**src/rtl/motion_executor_if.sv**
```systemverilog
// Motion command bundle from a driving-mode controller to motion_executor.
// The controller drives every signal (master); the executor only observes them (slave).
// All signals are plain levels sampled on the rising edge of the shared clock.
// There is no valid/ready pair: the executor samples every cycle and never back-pressures.
// A turn request is a 0->1 transition of degree, with clockwise qualifying that same cycle.
interface motion_executor_if;
   logic [1:0] state;          // 00 OFF, 01 NOT_STARTING, 10 STARTING, 11 MOVING
   logic       move_forward;   // level, forward command
   logic       move_backward;  // level, backward command
   logic       clockwise;      // turn direction: 1 right, 0 left
   logic       degree;         // rising edge requests one 90 degree turn

   modport master (
      output state,
      output move_forward,
      output move_backward,
      output clockwise,
      output degree
   );

   modport slave (
      input state,
      input move_forward,
      input move_backward,
      input clockwise,
      input degree
   );
endinterface

```
**src/rtl/motion_executor.sv**
```systemverilog
// motion_executor: turns motion commands into registered actuation outputs.
// It executes fixed-length 90 degree turns, tracks a 2-bit heading and
// accumulates mileage while the car moves.
// Optional feature macro: MOTION_MILEAGE_EN compiles in the mileage prescaler
// and counter; without it mileage_o is tied to zero.
// Pipeline: stage one holds the FSM, turn counter, turn direction, internal
// heading and degree history; stage two registers every output from stage one
// plus the current command levels, so all outputs lag their cause by one cycle.
module motion_executor #(
   parameter int unsigned TURN_CYCLES = 100_000_000,
   parameter int unsigned MILE_TICK   = 50_000_000,
   parameter int unsigned MILE_WIDTH  = 24
) (
   input  logic                  clk,
   input  logic                  rst,
   motion_executor_if.slave      cmd_i,
   output logic                  drive_fwd_o,
   output logic                  drive_bwd_o,
   output logic                  turn_right_o,
   output logic                  turn_left_o,
   output logic                  busy_o,
   output logic [1:0]            heading_o,
   output logic [MILE_WIDTH-1:0] mileage_o,
   output logic [1:0]            fsm_state_o
);

   // Turn counter only has to hold TURN_CYCLES-1.
   localparam int unsigned CW = (TURN_CYCLES > 2) ? $clog2(TURN_CYCLES) : 1;
   localparam logic [CW-1:0] TURN_LOAD = CW'(TURN_CYCLES - 1);

   // Reject parameter values the timing scheme cannot honour.
   if (TURN_CYCLES < 2) begin : g_bad_turn
      $error("motion_executor: TURN_CYCLES must be at least 2");
   end
   if (MILE_TICK < 1) begin : g_bad_tick
      $error("motion_executor: MILE_TICK must be at least 1");
   end

   typedef enum logic [1:0] {
      ST_IDLE  = 2'd0,
      ST_DRIVE = 2'd1,
      ST_TURN  = 2'd2
   } fsm_e;

   fsm_e          fsm_q, fsm_d;
   logic [CW-1:0] cnt_q, cnt_d;
   logic          dir_q, dir_d;        // 1 = right turn in progress
   logic [1:0]    hdg_q, hdg_d;        // heading as the FSM sees it
   logic          degree_q;            // degree seen last cycle

   logic          moving;
   logic          turn_req;

   logic          drive_fwd_q, drive_fwd_d;
   logic          drive_bwd_q, drive_bwd_d;
   logic          turn_right_q, turn_right_d;
   logic          turn_left_q, turn_left_d;
   logic          busy_q, busy_d;
   logic [1:0]    heading_q, heading_d;

   assign moving   = (cmd_i.state == 2'b11);
   assign turn_req = cmd_i.degree & ~degree_q;

   // State register: FSM, turn counter, direction, heading and degree history.
   always_ff @(posedge clk) begin
      if (rst) begin
         fsm_q    <= ST_IDLE;
         cnt_q    <= '0;
         dir_q    <= 1'b0;
         hdg_q    <= 2'b00;
         degree_q <= 1'b0;
      end else begin
         fsm_q    <= fsm_d;
         cnt_q    <= cnt_d;
         dir_q    <= dir_d;
         hdg_q    <= hdg_d;
         degree_q <= cmd_i.degree;
      end
   end

   // Next-state logic: enter/leave motion, start, time and finish turns.
   always_comb begin
      fsm_d = fsm_q;
      cnt_d = cnt_q;
      dir_d = dir_q;
      hdg_d = hdg_q;
      case (fsm_q)
         ST_IDLE: begin
            // A degree already high here is swallowed: degree_q catches up
            // this cycle, so only a fresh edge in DRIVE starts a turn.
            if (moving) begin
               fsm_d = ST_DRIVE;
            end
         end
         ST_DRIVE: begin
            if (!moving) begin
               fsm_d = ST_IDLE;
            end else if (turn_req) begin
               fsm_d = ST_TURN;
               cnt_d = TURN_LOAD;
               dir_d = cmd_i.clockwise;
            end
         end
         ST_TURN: begin
            // degree edges are not looked at here, so they are dropped.
            if (!moving) begin
               fsm_d = ST_IDLE;
               cnt_d = '0;
            end else if (cnt_q == '0) begin
               fsm_d = ST_DRIVE;
               hdg_d = dir_q ? (hdg_q + 2'd1) : (hdg_q - 2'd1);
            end else begin
               cnt_d = cnt_q - CW'(1);
            end
         end
         default: begin
            fsm_d = ST_IDLE;
            cnt_d = '0;
         end
      endcase
      // Power off forgets where the car was pointing.
      if (cmd_i.state == 2'b00) begin
         hdg_d = 2'b00;
      end
   end

   // Output decode: actuation from the FSM state and the live commands.
   always_comb begin
      drive_fwd_d  = 1'b0;
      drive_bwd_d  = 1'b0;
      turn_right_d = 1'b0;
      turn_left_d  = 1'b0;
      busy_d       = 1'b0;
      heading_d    = hdg_q;
      if (fsm_q != ST_IDLE) begin
         // Both commands high cancel each other out.
         drive_fwd_d = cmd_i.move_forward & ~cmd_i.move_backward;
         drive_bwd_d = cmd_i.move_backward & ~cmd_i.move_forward;
      end
      if (fsm_q == ST_TURN) begin
         turn_right_d = dir_q;
         turn_left_d  = ~dir_q;
         busy_d       = 1'b1;
      end
   end

   // Output register stage.
   always_ff @(posedge clk) begin
      if (rst) begin
         drive_fwd_q  <= 1'b0;
         drive_bwd_q  <= 1'b0;
         turn_right_q <= 1'b0;
         turn_left_q  <= 1'b0;
         busy_q       <= 1'b0;
         heading_q    <= 2'b00;
      end else begin
         drive_fwd_q  <= drive_fwd_d;
         drive_bwd_q  <= drive_bwd_d;
         turn_right_q <= turn_right_d;
         turn_left_q  <= turn_left_d;
         busy_q       <= busy_d;
         heading_q    <= heading_d;
      end
   end

   assign drive_fwd_o  = drive_fwd_q;
   assign drive_bwd_o  = drive_bwd_q;
   assign turn_right_o = turn_right_q;
   assign turn_left_o  = turn_left_q;
   assign busy_o       = busy_q;
   assign heading_o    = heading_q;
   assign fsm_state_o  = fsm_q;

`ifdef MOTION_MILEAGE_EN
   localparam int unsigned PW = (MILE_TICK > 1) ? $clog2(MILE_TICK) : 1;
   localparam logic [PW-1:0] TICK_LAST = PW'(MILE_TICK - 1);

   logic                  off_q;        // OFF seen last cycle, aligned with heading_o
   logic [PW-1:0]         pre_q;
   logic [MILE_WIDTH-1:0] mileage_q;

   // Mileage: count moving output cycles, bump a saturating distance counter.
   // The prescaler keeps its partial count across stops and power-off.
   always_ff @(posedge clk) begin
      if (rst) begin
         off_q     <= 1'b0;
         pre_q     <= '0;
         mileage_q <= '0;
      end else begin
         off_q <= (cmd_i.state == 2'b00);
         if (off_q) begin
            mileage_q <= '0;
         end else if (drive_fwd_q | drive_bwd_q) begin
            if (pre_q == TICK_LAST) begin
               pre_q <= '0;
               if (mileage_q != '1) begin
                  mileage_q <= mileage_q + MILE_WIDTH'(1);
               end
            end else begin
               pre_q <= pre_q + PW'(1);
            end
         end
      end
   end

   assign mileage_o = mileage_q;
`else
   assign mileage_o = '0;
`endif

endmodule

```
**src/flat_wrapper.sv**
```systemverilog
// flat-port wrapper written by rule: the top's interface ports become plain ports
module motion_executor_flat 
#(
   parameter int unsigned TURN_CYCLES = 100_000_000,
   parameter int unsigned MILE_TICK   = 50_000_000,
   parameter int unsigned MILE_WIDTH  = 24
)
  (clk, rst, drive_fwd_o, drive_bwd_o, turn_right_o, turn_left_o, busy_o, heading_o, mileage_o, fsm_state_o, cmd_i_state, cmd_i_move_forward, cmd_i_move_backward, cmd_i_clockwise, cmd_i_degree);
  motion_executor_if cmd_i_i ();
  input  logic clk;
  input  logic rst;
  output logic drive_fwd_o;
  output logic drive_bwd_o;
  output logic turn_right_o;
  output logic turn_left_o;
  output logic busy_o;
  output logic [1:0] heading_o;
  output logic [MILE_WIDTH-1:0] mileage_o;
  output logic [1:0] fsm_state_o;
  input wire logic [$bits(cmd_i_i.state)-1:0] cmd_i_state;
  input wire logic [$bits(cmd_i_i.move_forward)-1:0] cmd_i_move_forward;
  input wire logic [$bits(cmd_i_i.move_backward)-1:0] cmd_i_move_backward;
  input wire logic [$bits(cmd_i_i.clockwise)-1:0] cmd_i_clockwise;
  input wire logic [$bits(cmd_i_i.degree)-1:0] cmd_i_degree;
  assign cmd_i_i.state = cmd_i_state;
  assign cmd_i_i.move_forward = cmd_i_move_forward;
  assign cmd_i_i.move_backward = cmd_i_move_backward;
  assign cmd_i_i.clockwise = cmd_i_clockwise;
  assign cmd_i_i.degree = cmd_i_degree;
  motion_executor #(.TURN_CYCLES(TURN_CYCLES), .MILE_TICK(MILE_TICK), .MILE_WIDTH(MILE_WIDTH)) u_core (.clk(clk), .rst(rst), .cmd_i(cmd_i_i), .drive_fwd_o(drive_fwd_o), .drive_bwd_o(drive_bwd_o), .turn_right_o(turn_right_o), .turn_left_o(turn_left_o), .busy_o(busy_o), .heading_o(heading_o), .mileage_o(mileage_o), .fsm_state_o(fsm_state_o));
endmodule
```
**config.mk**
```make
export PLATFORM = sky130hd
export DESIGN_NAME = motion_executor_flat
export DESIGN_NICKNAME = d
export VERILOG_FILES = /design/src/rtl/motion_executor_if.sv /design/src/rtl/motion_executor.sv /design/src/flat_wrapper.sv
export SDC_FILE = /design/constraint.sdc
export NUM_CORES = 1
export LEC_CHECK = 0
export CAP_MARGIN = 0
export CORE_ASPECT_RATIO = 1.2
export CORE_UTILIZATION = 35
export CTS_CLUSTER_SIZE = 30
export DETAILED_ROUTE_END_ITERATION = 8
export PLACE_DENSITY = 0.57
export SLEW_MARGIN = 20
export SYNTH_ARGS = -nofsm -noshare
export SYNTH_HDL_FRONTEND = slang
export SYNTH_SLANG_ARGS = --single-unit
```
**constraint.sdc**
```tcl
create_clock -name clk -period 2.47 [get_ports clk]
set_input_delay 0.494 -clock clk [delete_from_list [all_inputs] [get_ports clk]]
set_output_delay 0.494 -clock clk [all_outputs]
set_load 0.01 [all_outputs]
```
# After elaboration in Yosys (flattened, before gate mapping)
# Cells that the tools add are included.
[word_totals] ff_bits=40 in_bits=8
[op_classes] n_addsub=3 n_eq_ne=9 n_mux=13 bitwise=10 reduce_logical=11
[ops] cell="$mux W27" count=4
[ops] cell="$pmux W27 S3" count=1
[ops] cell="$logic_not A27 Y1" count=1
[ops] cell="$sub A27 B1 Y27 const B" count=1
[ops] cell="$mux W2" count=6
[ops] cell="$ne A3 B3 Y1 const B" count=3
[ops] cell="$reduce_and A3 Y1" count=3
[ops] cell="$not A1 Y1" count=7
[ops] cell="$ne A2 B1 Y1 const B" count=3
[ops] cell="$pmux W2 S3" count=1
[ops] cell="$reduce_or A2 Y1" count=3
[ops] cell="$eq A2 B2 Y1 const B" count=2
[ops] cell="$logic_not A2 Y1" count=2
[ops] cell="$reduce_and A4 Y1" count=1
[ops] cell="$and A1 B1 Y1" count=3
[ops] cell="$add A2 B1 Y2 const B" count=1
[ops] cell="$eq A2 B1 Y1 const B" count=1
[ops] cell="$reduce_bool A2 Y1" count=1
[ops] cell="$sub A2 B1 Y2 const B" count=1
[ops] cell="$mux W1" count=1

# Logic depth before layout (Yosys ltp)
# Gate-level depths: netlist of run 1.
[depth] word_depth=5 mapped_depth=9 ltp_nobuf=7

# Worst setup path before layout of run 1
# No wires, ideal clock.
[synth_timing] path_kind="reg2reg" from="register u_core.fsm_q[0] (netlist: u_core.fsm_state_o[0])" to="register u_core.cnt_q[15]" setup_time_ns=0.070 t_arrival_ns=2.037 setup_slack_ns=0.362 path_stages_with_launch=8 n_path_buf=0 cell_sequence="dfxtp_1 > inv_1 > ha_1 > or3b_2 > a211oi_2 > o31ai_2 > o22ai_1 > o2bb2ai_1"
[synth_between] elab_chain_cells=3 word_cells_on_any_way=9
[synth_lines] item="start, declared" line_no="motion_executor.sv:45" rtl="fsm_e fsm_q, fsm_d;"
[synth_lines] item="start signal, assigned" line_no="motion_executor.sv:73" rtl="fsm_q <= fsm_d;"
[synth_lines] item="$eq A2 B2 Y1 (tied with other cells)" line_no="motion_executor.sv:87" rtl="case (fsm_q)"
[synth_lines] item="$ne A3 B3 Y1 (no source line) (tied with other cells)"
[synth_lines] item="$reduce_and A4 Y1 (no source line)"
[synth_lines] item="end signal, assigned" line_no="motion_executor.sv:74" rtl="cnt_q <= cnt_d;"
[synth_lines] item="end, declared" line_no="motion_executor.sv:46" rtl="logic [CW-1:0] cnt_q, cnt_d;"
# Several ways; a longest one is shown, not always the timed one.
# A chain may end at the register's enable or synchronous reset.

# Worst setup path in the final report of run 1
[layout_timing] from="register u_core.cnt_q[0]" to="register u_core.cnt_q[12]"
[layout_between] elab_chain_cells=4 word_cells_on_any_way=7
[layout_lines] item="$sub A27 B1 Y27" line_no="motion_executor.sv:113" rtl="cnt_d = cnt_q - CW'(1);"
[layout_lines] item="$mux W27" line_no="motion_executor.sv:109" rtl="end else if (cnt_q == '0) begin"
[layout_lines] item="$mux W27" line_no="motion_executor.sv:106" rtl="if (!moving) begin"
[layout_lines] item="$pmux W27 S3" line_no="motion_executor.sv:87"
# Several ways; a longest one is shown, not always the timed one. The select of a mux whose other input is x is not followed.

==> results.yml, run 1 <==
outcome:
  status: "finished, final reports clean"
setup_path:
  worstPathCellList: "inv_1, ha_1, or4b_1, or3_4, or4_1, a21oi_1"
  critical_path.startpoint: "u_core.cnt_q[0]"
  reg2reg_slack_ns: 0.18
  cp_top_family: "simple AND/OR/NAND/NOR gates"
  crit_path_end_kind: "register"
  path_class: "reg -> reg"
  path_depth: 6
  cp_slowest_cell: "or4b_1"
  cp.required_ns: 2.70
  r2r-start: "u_core.cnt_q[0]"
  r2r-end: "u_core.cnt_q[12]"
  reg2reg_depth: 6
  critPathMaxFanout: 6
  critPathBufInv: 1
  slowest_delay_ns: 0.62
  crit_arrival_ns: 2.52
  cp-start-kind: "register"
  timing.critical_path.to: "u_core.cnt_q[12]"
job:
  cap_violations: 0
synth:
  synth_xor_area_share_pct: 1.81
  synthAdderAreaFrac_pct: 2.58
  yosysUniqueCellTypes: 58
  synth-compound-area-share_pct: 23.9
  async_flop_share_pct: 0
  yosysWarnings: 0
  avgSynthCellArea_um2: 8.18
  netlist_area_um2: 2420
  syn_inst: 296
  synth_top_flop_cell: "dfxtp_1"
  synth_top_family_by_area: "simple AND/OR/NAND/NOR gates"
  yosys.area_share.simple_pct: 27.5
  synth_seq_area_share_pct: 33.1
  synth_mux_area_share_pct: 0
  synth_seq_cells: 40
  synth_edf_count: 0
floorplan:
  rows: 32
  dieHeight_um: 93.1
  start_util_pct: 36.9
  die-area_um2: 7260
  io_pins: 41
  core_um2: 6570
  chipWidth_um: 77.9
routing:
  first_pass_iters: 4
  num_vias: 2258
  drt-total-wl_mm: 6.09
  ant_nets: 0
  drc_errors: 0
  wl_per_cell_um: 14.6
  drt_iter0_drc: 114
  viasPerCell: 5.41
timing:
  finalClockSkew_ns: 0.00628
  fin_tns_setup_ns: 0
  grt_setup_unrepaired: "no"
  finalSetupViolations: 0
  fin_crit_sh_pct: 92.9
  max_freq_ghz: 0.436
  slew_viol_final: 0
  setup_ws_ns: 0.176
  worstMarginPinSlew_ns: 0.591
  hold_viol: 0
  max_slew_margin_pct: 60.4
  fin_crit_ns: 2.29
  holdWs_ns: 0.478
cts:
  clk_root_buffer_cell: "clkbuf_8"
  cts_buffer_depth: 2
  cts_sinks: 40
  cts_resized: 0
  cts_tree: "done"
  cts_buffers: 5
  cts_setup_buffers: 0
  htree_levels: 2
  ctsHoldBuffers: 0
  clkLatencyLatePin_ns: 0.30
  clk_transition_reported_paths_ns: 0.08
grt:
  grt_overflow: 0
  grt_max_degree: 42
  grtUsageTotal_pct: 17.9
  antenna_found_initial: 0
  grt_pass1_wl_mm: 10.2
  grt_pass1_vias: 2101
power:
  peakVddDrop_mv: 0.252
  finalPower_uw: 2040
  p_per_area_nw_per_um2: 717
  power.leakage_uw: 0.00108
finish:
  final_cell_mix: "dfxtp_1, buf_4, nor2_1"
  n_antenna_cell: 0
  final_core_util_pct: 43.3
  area_growth_pct: 17.3
  fin_nets: 344
  final_layout_size_suffix_gt1_share_pct: 14.5
  mostFrequentLayoutCell: "dfxtp_1"
placed_design:
  numPortBuffers: 16
  dp_slack_ns: 0.0413
  gp_congestion: 0.834
  dp.final_hpwl_mm: 4.29
worst_hold_path:
  min_path_type: "reg -> reg"
  worstHoldStart: "u_core.hdg_q[1]"
==> synthesized netlist by cell type, types with 3 or more instances <==
cell type	n	share of area, %
a21oi_1	23	4.8
a31oi_1	4	1.0
and2_1	4	1.0
and3_1	3	0.78
buf_2	3	0.62
buf_4	25	7.8
clkbuf_1	9	1.4
dfxtp_1	40	33
ha_1	5	2.6
inv_1	4	0.62
nand2_1	12	1.9
nand2b_1	3	0.78
nand3_1	8	1.7
nand3b_1	3	0.93
nand4b_1	3	1.1
nor2_1	26	4.0
nor2b_1	7	1.8
nor3_1	13	2.7
nor4_1	3	0.78
nor4b_1	4	1.4
o211ai_1	5	1.6
o21ai_0	9	1.9
o21ai_1	13	2.7
o22ai_1	6	1.6
o2bb2ai_1	9	3.3
o31ai_1	5	1.6
or3_1	3	0.78
or4_1	4	1.2
xnor2_1	3	1.1
==> cells by family (layout without fill, tap and decap cells) <==
| family | count (synthesis) | count (layout) |
|---|---|---|
| AND/OR/NAND/NOR | 113 | 113 |
| AO/OA/AOI/OAI | 89 | 89 |
| buffers and inverters | 43 | 56 |
| flip-flops | 40 | 40 |
| adder cells (fa/ha/maj) | 5 | 5 |
| XOR/XNOR | 5 | 5 |
| other | 1 | 24 |
==> per-stage QoR <==
step	cells	area, um^2
floorplan	319	2510
global placement	409	2730
detailed placement	409	2730
CTS	417	2840
global route	417	2840
finish	417	2840
==> worst min-delay path by stage <==
stage / endpoint / cells past startpoint
after floorplan: u_core.cnt_q[23] / 1
after global placement: u_core.hdg_q[1] / 2
after detailed placement: u_core.cnt_q[23] / 1
after CTS: u_core.hdg_q[1] / 2
after global routing: u_core.cnt_q[23] / 1
final: u_core.hdg_q[1] / 2
==> state kept, by name (all words and copies together) (netlist names), 2 cells and up <==
| signal | count |
|---|---|
| u_core.fsm_state_o | 2 |
| u_core.heading_o | 2 |
| u_core.cnt_q | 27 |
| u_core.hdg_q | 2 |
==> worst register-to-register path: stages (launching register included) <==
cell     delay (ns)
dfxtp_1        0.34
inv_1          0.08
ha_1           0.24
or4b_1         0.62
or3_4          0.41
or4_1          0.40
a21oi_1        0.14
==> power by group <==
group	leakage, uW	switching [uW]	internal, uW	total, uW
clock	0.0000552	241	300	541
combinational	0.000702	469	331	800
sequential	0.000323	25.0	670	696
total	0.00108	735	1300	2040
==> metal layers <==
layer	vias to the layer above	global-route usage [%]	routed length (um)
met5	-	0	0
met4	0	6.79	142
met3	10	3.22	269
met2	69	31.4	2930
met1	1061	21.6	2760
li1	1118	-	-
==> layout make-up <==
class                           count  area, um^2
Clock inverter                      2        35.0
Sequential cell                    40         801
Multi-Input combinational cell    236        1440
Tap cell                           85         106
Clock buffer                        6        72.6
Inverter                            4        15.0
Timing Repair Buffer               44         370
Fill cell                         671        3730
Note: power is estimated with default switching activity, not from simulation.
==> inputs of run 2 (changes only) <==
CORE_MARGIN = 2   (was default)
==> results.yml, run 2 (same netlist as run 1, synthesis figures left out) <==
timing:
  hold_viol: 0
  holdWs_ns: 0.477
  finalClockSkew_ns: 0.00711
  fin_crit_sh_pct: 94.3
  worstMarginPinSlew_ns: 0.617
  fin_tns_setup_ns: 0
  grt_setup_unrepaired: "no"
  finalSetupViolations: 0
  max_slew_margin_pct: 58.5
  fin_crit_ns: 2.33
  slew_viol_final: 0
  max_freq_ghz: 0.429
grt:
  grtUsageTotal_pct: 17.3
  grt_max_degree: 42
  grt_pass1_wl_mm: 10.3
  grt_overflow: 0
  grt_pass1_vias: 2125
  antenna_found_initial: 0
setup_path:
  cp_slowest_cell: "or4b_1"
  slowest_delay_ns: 0.66
  r2r-start: "u_core.cnt_q[0]"
  critPathBufInv: 1
  critical_path.startpoint: "u_core.cnt_q[0]"
  worstPathCellList: "inv_1, ha_1, or4b_1, or3_4, or4_1, a21oi_1"
  critPathMaxFanout: 8
  cp.required_ns: 2.70
  path_class: "reg -> reg"
  crit_arrival_ns: 2.56
  cp-start-kind: "register"
  cp_top_family: "simple AND/OR/NAND/NOR gates"
  crit_path_end_kind: "register"
routing:
  wl_per_cell_um: 15.0
  drt-total-wl_mm: 6.29
  viasPerCell: 5.49
  num_vias: 2295
  ant_nets: 0
  drt_iter0_drc: 139
  drc_errors: 0
  first_pass_iters: 4
cts:
  cts_sinks: 40
  ctsHoldBuffers: 0
  clk_root_buffer_cell: "clkbuf_8"
  clkLatencyLatePin_ns: 0.30
  cts_resized: 0
  clk_transition_reported_paths_ns: 0.09
  cts_buffer_depth: 2
  htree_levels: 2
  cts_buffers: 5
  cts_tree: "done"
  cts_setup_buffers: 0
outcome:
  status: "finished, final reports clean"
placed_design:
  dp.cells: 410
  gp_congestion: 0.868
  numPortBuffers: 16
  dp.final_hpwl_mm: 4.40
job:
  cap_violations: 0
floorplan:
  chipWidth_um: 79.9
  rows: 33
  dieHeight_um: 95.1
  start_util_pct: 35.8
  io_pins: 41
  die-area_um2: 7600
  core_um2: 6770
worst_hold_path:
  min_path_type: "reg -> reg"
  worstHoldStart: "u_core.cnt_q[23]"
finish:
  fin_nets: 343
  mostFrequentLayoutCell: "dfxtp_1"
  largest_register_ffs: 27
  n_antenna_cell: 0
  area_growth_pct: 16.3
  finalNonFillerCells: 418
  regMostFlops: "u_core.cnt_q"
  final_core_util_pct: 41.6
  final_layout_size_suffix_gt1_share_pct: 14.5
  final_cell_mix: "dfxtp_1, buf_4, nor2_1"
power:
  p_per_area_nw_per_um2: 689
  finalPower_uw: 1940
  netSwitchingPower_uw: 746
  combPwrFrac_pct: 41.2
  peakVddDrop_mv: 0.274
  p_int_uw: 1190
  pwr-share-clk_pct: 23.0
  swShare_pct: 38.5
  seqPwrFrac_pct: 35.8
  power.leakage_uw: 0.00107
[run 2: worst register-to-register path, delay by kind of cell, from the launching register on]
kind            cells  cell delay, ns
flops               1            0.33
fa+ha+maj           1            0.23
compound gates      1            0.15
simple gates        3            1.48
buf+inv             1            0.08
[run 2: layout make-up]
cell class                      count  area, um^2
Fill cell                         706        3960
Multi-Input combinational cell    236        1440
Sequential cell                    40         801
Timing Repair Buffer               43         363
Tap cell                           87         109
Clock buffer                        5        68.8
Clock inverter                      3        18.8
Inverter                            4        15.0
[run 2: metrics by stage]
| step | worst slack, ns | area [um^2] |
|---|---|---|
| final | 0.141 | 2820 |
| after global routing | 0.00625 | 2820 |
| after CTS | 0.152 | 2820 |
| after detailed placement | 0.0420 | 2730 |
| after global placement | 0.0810 | 2730 |
| after floorplan | 0.362 | 2510 |
[run 2: power groups by stage]
stage	sequential (uW)	combinational [uW]	clock, uW
3_5_place_dp	709	786	0
6_report	694	799	446
5_1_grt	698	896	485
4_1_cts	694	793	462
2_1_floorplan	707	563	0
3_3_place_gp	708	781	0
[run 2: metal layers]
metal / wire, um / GRT usage [%]
met1: 2790 / 20.9
met2: 3040 / 30.1
met3: 281 / 3.31
met4: 164 / 6.50
met5: 0 / 0
[run 2: path summary, 6_finish.rpt]
kind / to / slack (ns) / cells after the start
min reg2reg: u_core.cnt_q[23] / 0.48 / 1
max reg2reg: u_core.cnt_q[12] / 0.14 / 6
min: u_core.cnt_q[23] / 0.48 / 1
max: u_core.cnt_q[12] / 0.14 / 6
==> inputs of run 3 (changes only) <==
clock period = 2.75 ns   (was 2.47 ns; I/O delays follow)
==> results.yml, run 3 (same netlist as run 1, synthesis figures left out) <==
job:
  cap_violations: 0
floorplan:
  rows: 33
  io_pins: 41
  chipWidth_um: 79.9
  dieHeight_um: 95.1
  core_um2: 6770
  die-area_um2: 7600
  start_util_pct: 35.8
finish:
  mostFrequentLayoutCell: "dfxtp_1"
  n_antenna_cell: 0
  largest_register_ffs: 27
  fin_nets: 334
  regMostFlops: "u_core.cnt_q"
  final_layout_size_suffix_gt1_share_pct: 11.8
  finalNonFillerCells: 409
  area_growth_pct: 14.3
  final_cell_mix: "dfxtp_1, nor2_1, conb_1"
timing:
  fin_crit_sh_pct: 87.0
  finalClockSkew_ns: 0.00893
  grt_setup_unrepaired: "no"
  worstMarginPinSlew_ns: 0.615
  max_freq_ghz: 0.418
  hold_viol: 0
  slew_viol_final: 0
  max_slew_margin_pct: 58.8
  finalSetupViolations: 0
  fin_crit_ns: 2.39
  fin_tns_setup_ns: 0
cts:
  cts_buffers: 5
  cts_setup_buffers: 0
  ctsHoldBuffers: 0
  cts_resized: 0
  clk_transition_reported_paths_ns: 0.08
  clkLatencyLatePin_ns: 0.30
  cts_tree: "done"
  clk_root_buffer_cell: "clkbuf_8"
  cts_buffer_depth: 2
  cts_sinks: 40
  htree_levels: 2
grt:
  grt_max_degree: 42
  antenna_found_initial: 0
  grt_pass1_wl_mm: 10.2
  grt_overflow: 0
  grt_pass1_vias: 2124
  grtUsageTotal_pct: 17.1
power:
  peakVddDrop_mv: 0.209
  power.leakage_uw: 0.00103
  p_per_area_nw_per_um2: 645
routing:
  drt-total-wl_mm: 6.27
  num_vias: 2245
  ant_nets: 0
  first_pass_iters: 4
  drt_iter0_drc: 129
  wl_per_cell_um: 15.3
  viasPerCell: 5.49
  drc_errors: 0
setup_path:
  cp-start-kind: "register"
  path_class: "reg -> reg"
  cp.required_ns: 2.97
  critPathMaxFanout: 10
  crit_arrival_ns: 2.61
  crit_path_end_kind: "register"
placed_design:
  gp_congestion: 0.850
  dp.final_hpwl_mm: 4.39
  numPortBuffers: 16
  dp.cells: 401
outcome:
  status: "finished, final reports clean"
worst_hold_path:
  min_path_type: "reg -> reg"
run 3: cell types whose count changed in the layout (fill, tap and decap cells not counted):
| cell | previous run | this run |
|---|---|---|
| bufinv_16 | 0 | 1 |
| buf_4 | 27 | 18 |
| clkinv_4 | 1 | 0 |
| clkbuf_1 | 0 | 1 |
| clkinv_2 | 2 | 1 |
run 3: worst max-delay path, stage by stage, from the launching register on:
cell     delay [ns]
dfxtp_1        0.33
inv_1          0.08
ha_1           0.23
or4b_1         0.68
or3_4          0.44
or4_1          0.40
a21oi_1        0.16
run 3: area by class of cell:
| cell class | count | area, um^2 |
|---|---|---|
| timing repair buffer | 34 | 295 |
| multi-input combinational | 236 | 1440 |
| clock inverter | 2 | 35.0 |
| tap | 87 | 109 |
| sequential | 40 | 801 |
| clock buffer | 6 | 72.6 |
| inverter | 4 | 15.0 |
| fill | 708 | 4000 |
run 3: layer usage:
metal  global-route usage (%)  part of all wire [%]  up-vias
li1                         -                     -     1092
met1                     20.1                    43     1083
met2                     30.3                    51       58
met3                     3.50                   3.8       12
met4                     7.06                   2.2        0
met5                        0                     0        -
run 3: through the flow:
step | util (%) | hold slack, ns | area [um^2] | total power, uW | setup WS [ns]
finish | 40.9 | 0.474 | 2770 | 1790 | 0.357
global route | 40.9 | 0.492 | 2770 | 1890 | 0.226
CTS | 40.9 | 0.474 | 2770 | 1800 | 0.359
detailed placement | 39.3 | 0.455 | 2660 | 1310 | 0.131
global placement | 39.3 | 0.459 | 2660 | 1310 | 0.184
floorplan | - | 0.433 | 2510 | 1140 | 0.642
run 3: power by group:
| group | switching (uW) | leakage [uW] | internal [uW] | total [uW] |
|---|---|---|---|---|
| Combinational | 421 | 0.000656 | 260 | 681 |
| Sequential | 21.9 | 0.000323 | 602 | 624 |
| Clock | 211 | 0.0000552 | 270 | 481 |
| Total | 654 | 0.00103 | 1130 | 1790 |
run 3: worst paths after layout:
check | cells past startpoint | endpoint | slack [ns] | startpoint
max | 6 | u_core.cnt_q[12] | 0.36 | u_core.cnt_q[0]
min | 1 | u_core.cnt_q[23] | 0.47 | u_core.cnt_q[23]
max reg2reg | 6 | u_core.cnt_q[12] | 0.36 | u_core.cnt_q[0]
min reg2reg | 1 | u_core.cnt_q[23] | 0.47 | u_core.cnt_q[23]
